$ cat src/rtl/pit_count_if.sv
// Control/status bundle between the PIT register block and the pit_count counter stage.
interface pit_count_if #(
    parameter int unsigned COUNT_SIZE = 16
);
    logic [COUNT_SIZE-1:0] mod_value;
    logic [3:0]            pit_pre_scl;
    logic                  pit_slave;
    logic                  pit_cnt_en;
    logic                  pit_flg_clr;
    logic                  ext_sync_i;
    logic                  ext_pre_tick_i;
    logic [COUNT_SIZE-1:0] cnt_n;
    logic                  cnt_flag_o;
    logic                  pit_flag;
    logic                  pre_tick_o;

    modport master (
        output mod_value, pit_pre_scl, pit_slave, pit_cnt_en, pit_flg_clr,
        output ext_sync_i, ext_pre_tick_i,
        input  cnt_n, cnt_flag_o, pit_flag, pre_tick_o
    );

    modport slave (
        input  mod_value, pit_pre_scl, pit_slave, pit_cnt_en, pit_flg_clr,
        input  ext_sync_i, ext_pre_tick_i,
        output cnt_n, cnt_flag_o, pit_flag, pre_tick_o
    );
endinterface

$ cat src/rtl/pit_count.sv
// PIT counter stage: prescaler, modulo counter, rollover pulse and sticky flag.
// Define PIT_PRESCALE_EN to build the 2^pit_pre_scl prescaler; otherwise a master ticks every cycle.
module pit_count #(
    parameter int unsigned COUNT_SIZE = 16
) (
    input logic          bus_clk,
    input logic          sync_reset,
    pit_count_if.slave   bus
);

    logic                  en;
    logic                  tick;
    logic                  rollover;
    logic [COUNT_SIZE-1:0] cnt_q;
    logic                  cnt_flag_q;
    logic                  pit_flag_q;

    assign en = bus.pit_slave ? bus.ext_sync_i : bus.pit_cnt_en;

`ifdef PIT_PRESCALE_EN
    logic [14:0] pre_cnt_q;
    logic [14:0] pre_term;

    assign pre_term = 15'((16'd1 << bus.pit_pre_scl) - 16'd1);
    assign tick     = bus.pit_slave ? (en & bus.ext_pre_tick_i)
                                    : (en & (pre_cnt_q == pre_term));

    // Slave mode parks the local prescaler; a lowered terminal runs on to the 15-bit wrap.
    always_ff @(posedge bus_clk) begin
        if (sync_reset) begin
            pre_cnt_q <= '0;
        end else if (!en || bus.pit_slave || tick) begin
            pre_cnt_q <= '0;
        end else begin
            pre_cnt_q <= pre_cnt_q + 15'd1;
        end
    end
`else
    logic [3:0] unused_pre_scl;

    assign unused_pre_scl = bus.pit_pre_scl;
    assign tick           = bus.pit_slave ? (en & bus.ext_pre_tick_i) : en;
`endif

    // Compare with >= so a lowered modulo rolls over at once instead of wrapping.
    assign rollover = tick & (cnt_q >= bus.mod_value);

    always_ff @(posedge bus_clk) begin
        if (sync_reset) begin
            cnt_q      <= COUNT_SIZE'(1);
            cnt_flag_q <= 1'b0;
            pit_flag_q <= 1'b0;
        end else begin
            if (!en || rollover) begin
                cnt_q <= COUNT_SIZE'(1);
            end else if (tick) begin
                cnt_q <= cnt_q + COUNT_SIZE'(1);
            end
            cnt_flag_q <= rollover;
            if (rollover) begin
                pit_flag_q <= 1'b1;
            end else if (bus.pit_flg_clr) begin
                pit_flag_q <= 1'b0;
            end
        end
    end

    assign bus.cnt_n      = cnt_q;
    assign bus.cnt_flag_o = cnt_flag_q;
    assign bus.pit_flag   = pit_flag_q;
    assign bus.pre_tick_o = tick;

endmodule

$ cat src/flat_wrapper.sv
// flat-port wrapper written by rule: the top's interface ports become plain ports
module pit_count_flat 
#(
    parameter int unsigned COUNT_SIZE = 16
)
  (bus_clk, sync_reset, bus_mod_value, bus_pit_pre_scl, bus_pit_slave, bus_pit_cnt_en, bus_pit_flg_clr, bus_ext_sync_i, bus_ext_pre_tick_i, bus_cnt_n, bus_cnt_flag_o, bus_pit_flag, bus_pre_tick_o);
  pit_count_if #(.COUNT_SIZE(COUNT_SIZE)) bus_i ();
  input logic bus_clk;
  input logic sync_reset;
  input wire logic [$bits(bus_i.mod_value)-1:0] bus_mod_value;
  input wire logic [$bits(bus_i.pit_pre_scl)-1:0] bus_pit_pre_scl;
  input wire logic [$bits(bus_i.pit_slave)-1:0] bus_pit_slave;
  input wire logic [$bits(bus_i.pit_cnt_en)-1:0] bus_pit_cnt_en;
  input wire logic [$bits(bus_i.pit_flg_clr)-1:0] bus_pit_flg_clr;
  input wire logic [$bits(bus_i.ext_sync_i)-1:0] bus_ext_sync_i;
  input wire logic [$bits(bus_i.ext_pre_tick_i)-1:0] bus_ext_pre_tick_i;
  output wire logic [$bits(bus_i.cnt_n)-1:0] bus_cnt_n;
  output wire logic [$bits(bus_i.cnt_flag_o)-1:0] bus_cnt_flag_o;
  output wire logic [$bits(bus_i.pit_flag)-1:0] bus_pit_flag;
  output wire logic [$bits(bus_i.pre_tick_o)-1:0] bus_pre_tick_o;
  assign bus_i.mod_value = bus_mod_value;
  assign bus_i.pit_pre_scl = bus_pit_pre_scl;
  assign bus_i.pit_slave = bus_pit_slave;
  assign bus_i.pit_cnt_en = bus_pit_cnt_en;
  assign bus_i.pit_flg_clr = bus_pit_flg_clr;
  assign bus_i.ext_sync_i = bus_ext_sync_i;
  assign bus_i.ext_pre_tick_i = bus_ext_pre_tick_i;
  assign bus_cnt_n = bus_i.cnt_n;
  assign bus_cnt_flag_o = bus_i.cnt_flag_o;
  assign bus_pit_flag = bus_i.pit_flag;
  assign bus_pre_tick_o = bus_i.pre_tick_o;
  pit_count #(.COUNT_SIZE(COUNT_SIZE)) u_core (.bus_clk(bus_clk), .sync_reset(sync_reset), .bus(bus_i));
endmodule
$ cat config.mk
export PLATFORM = sky130hd
export DESIGN_NAME = pit_count_flat
export DESIGN_NICKNAME = d
export VERILOG_FILES = /design/src/rtl/pit_count_if.sv /design/src/rtl/pit_count.sv /design/src/flat_wrapper.sv
export SDC_FILE = /design/constraint.sdc
export NUM_CORES = 1
export LEC_CHECK = 0
export ABC_AREA = 1
export BUFFER_PORTS_ARGS = -buffer_cell sky130_fd_sc_hd__buf_2
export CAP_MARGIN = 20
export CORE_ASPECT_RATIO = 1.75
export CORE_MARGIN = 2
export CORE_UTILIZATION = 50
export DETAILED_ROUTE_END_ITERATION = 12
export MAX_ROUTING_LAYER = met4
export PLACE_DENSITY = 0.89
export SYNTH_ARGS = -nofsm -noshare
export SYNTH_HDL_FRONTEND = slang
export SYNTH_SLANG_ARGS = --single-unit
export TNS_END_PERCENT = 30
$ cat constraint.sdc
create_clock -name bus_clk -period 4.4 [get_ports bus_clk]
set_clock_uncertainty 0.2 [all_clocks]
set_input_delay 0.88 -clock bus_clk [delete_from_list [all_inputs] [get_ports bus_clk]]
set_output_delay 0.88 -clock bus_clk [all_outputs]
set_load 0.005 [all_outputs]
==> impl_metrics.py <==
metrics = {
    "layout": {
        "drive_above_1_share": 0.218,
        "syn_to_final_growth_pct": 19.1,
        "fin_cells": 270,
        "antennaDiodeCount": 0,
        "fin_util": 0.613,
        "nets": 289,
        "fill_cells": 247,
        "fin_area_mm2": 0.00163,
    },
    "logic_synthesis": {
        "synth_top_area_cell": "dfxtp_1",
        "syn_area_mm2": 0.00137,
        "ys_seq_area_frac": 0.263,
        "syn_inst": 201,
        "syn-num-nets": 245,
        "yosys-top-cells-area": "dfxtp_1 26%, ha_1 16%, inv_1 12%",
        "yosys_warnings": 0,
        "yosysUniqueCellTypes": 24,
        "synth_top_area_frac": 0.263,
        "avgSynthCellArea_um2": 6.81,
        "ys_ff_latch": 18,
    },
    "clock_network": {
        "cts_resized": 0,
        "clk_transition_reported_paths_ns": 0.06,
        "cts_sinks": 18,
        "cts_max_path_buffers": 2,
        "cts_tree": "built",
        "htree_levels": 1,
        "cts_root_buffer": "clkbuf_8",
        "cts_setup_buffers": 0,
        "numCtsBuffers": 3,
        "clk_latency_ns": 0.25,
        "ctsHoldBuffers": 0,
    },
    "global_route": {
        "grt_pass1_wl_um": 4880,
        "grt_usage": 0.200,
        "grt_pass1_vias": 1297,
        "grt_start_max_net_pins": 17,
        "grt_overflow": 0,
        "antenna_found_initial": 0,
    },
    "worst_setup_path": {
        "slowest_stage": "o21ai_4",
        "cp.arrival_ns": 1.61,
        "path_cells": "buf_2 -> nand2_2 -> o21ai_4 -> buf_2",
        "cpPeakStageDelay_ns": 0.37,
        "reg2reg_to": "u_core.bus.cnt_n[15]",
        "start_kind": "input pin",
        "r2r_start": "u_core.bus.cnt_n[6]",
        "worstPathMaxFanout": 16,
        "worst_setup_path_end_kind": "output port",
        "critPathKind": "input pin to output port",
        "rrSetupSlack_ns": 2.43,
        "crit_path_start": "bus_pit_slave",
        "cp_common_cell": "buf_2",
        "cp-endpoint": "bus_pre_tick_o",
        "crit_required_ns": 3.32,
        "ff2ff_path_depth": 12,
    },
    "placement": {
        "dp.cells": 267,
        "place_area_mm2": 0.00159,
        "portBuffers": 41,
        "gp_congestion": 0.803,
        "preCtsSetupSlack_ns": 1.72,
        "hpwlAfterDp_um": 2390,
    },
    "min_path": {
        "min_path_type": "register to register",
    },
    "sta": {
        "hold_viol": 0,
        "slew_violations": 0,
        "tns_ns": 0,
        "fin_hold_ws_ns": 0.270,
        "max-slew-margin-rel": 0.706,
        "clock.fmax_mhz": 372,
        "min_period_over_period": 0.611,
        "fin_crit_ns": 2.69,
        "tightest_slew_ns": 0.439,
        "setup_slack_ns": 1.71,
        "rsz0062_at_grt": "false",
        "setup_viol_count_final": 0,
    },
    "die": {
        "die_x_um": 43.6,
        "core_mm2": 0.00266,
        "num_rows": 25,
        "die-area_mm2": 0.00319,
        "ios": 46,
        "die_height_um": 73.2,
        "start_util": 0.515,
    },
    "run": {
        "max-cap-violations": 0,
    },
    "detailed_routing": {
        "wire_per_inst_um": 10.2,
        "first_pass_iters": 4,
        "vias": 1369,
        "drcViolationCount": 0,
        "ant_nets": 0,
        "drtIter0Drc": 20,
        "drt-total-wl_um": 2770,
        "viasPerCell": 5.07,
    },
    "power": {
        "power_density_mw_per_mm2": 194,
        "p_leak_nw": 0.919,
        "ir_drop_uv": 146,
        "design_power_total_mw": 0.316,
    },
    "status": {
        "outcome": "completed",
    },
}
-- cells by family after synthesis --
logic type,share of synthesized area
AO/OA/AOI/OAI,0.0612
flip-flops,0.263
XOR/XNOR,0.0640
multiplexers,0.00731
adder cells (fa/ha/maj),0.155
AND/OR/NAND/NOR,0.312
buffers and inverters,0.137
-- registers in the layout (all words and copies together), names as in the netlist --
register	flops
u_core.bus.cnt_flag_o	1
u_core.bus.cnt_n	16
u_core.bus.pit_flag	1
-- cells in the mapped netlist, drive strengths merged --
cell type	number
nand2	43
nor2	28
xnor2	1
dfxtp	18
inv	45
nand3b	1
o21ai	4
nor3	4
ha	17
a21oi	9
nand3	12
mux2i	1
buf	2
a21o	1
nor2b	1
nand4	5
xor2	9
-- layout by cell type (no fill, tap or decap), drive strengths merged --
master	n
nand3	12
clkbuf	3
nand3b	1
nor2b	1
ha	17
nand2	43
mux2i	1
xor2	9
nor2	28
nor3	4
xnor2	1
nand4	5
dfxtp	18
inv	45
a21oi	9
a21o	1
o21ai	4
buf	41
-- power breakdown --
part           internal [mW]  leakage (nW)  switching (mW)
sequential             0.164         0.145         0.00113
clock                 0.0607        0.0216          0.0501
combinational         0.0185         0.752          0.0219
-- worst max-delay path: cells and delay by family --
family          cells  cell delay (ns)
compound gates      1             0.37
buf+inv             2             0.29
simple gates        1             0.07
-- worst min-delay path by stage --
| stage | from | to | slack (ns) | depth (start not counted) |
|---|---|---|---|---|
| after floorplan | u_core.bus.pit_flag | u_core.bus.pit_flag | 0.26 | 2 |
| after global placement | u_core.bus.pit_flag | u_core.bus.pit_flag | 0.26 | 2 |
| after detailed placement | u_core.bus.pit_flag | u_core.bus.pit_flag | 0.26 | 2 |
| after CTS | u_core.bus.pit_flag | u_core.bus.pit_flag | 0.28 | 2 |
| after global routing | u_core.bus.pit_flag | u_core.bus.pit_flag | 0.31 | 2 |
| final | u_core.bus.pit_flag | u_core.bus.pit_flag | 0.27 | 2 |
-- routing by layer --
layer / global-route usage / vias to the layer above / routed length, µm / share of wire
met5: - / - / 0 / 0
met4: 0.0842 / 0 / 65 / 0.023
met3: 0.0322 / 8 / 98 / 0.035
met2: 0.387 / 35 / 1600 / 0.58
met1: 0.182 / 623 / 1000 / 0.36
li1: - / 703 / - / -
-- final cells by class --
| type | instances | area (µm²) | area share |
|---|---|---|---|
| multi-input cells | 136 | 821 | 0.503 |
| flip-flops and latches | 18 | 360 | 0.221 |
| inverters | 45 | 169 | 0.104 |
| clock buffers | 3 | 41.3 | 0.0253 |
| well taps | 27 | 33.8 | 0.0207 |
| repair buffers | 41 | 205 | 0.126 |
Note: power is estimated with default switching activity, not from simulation.
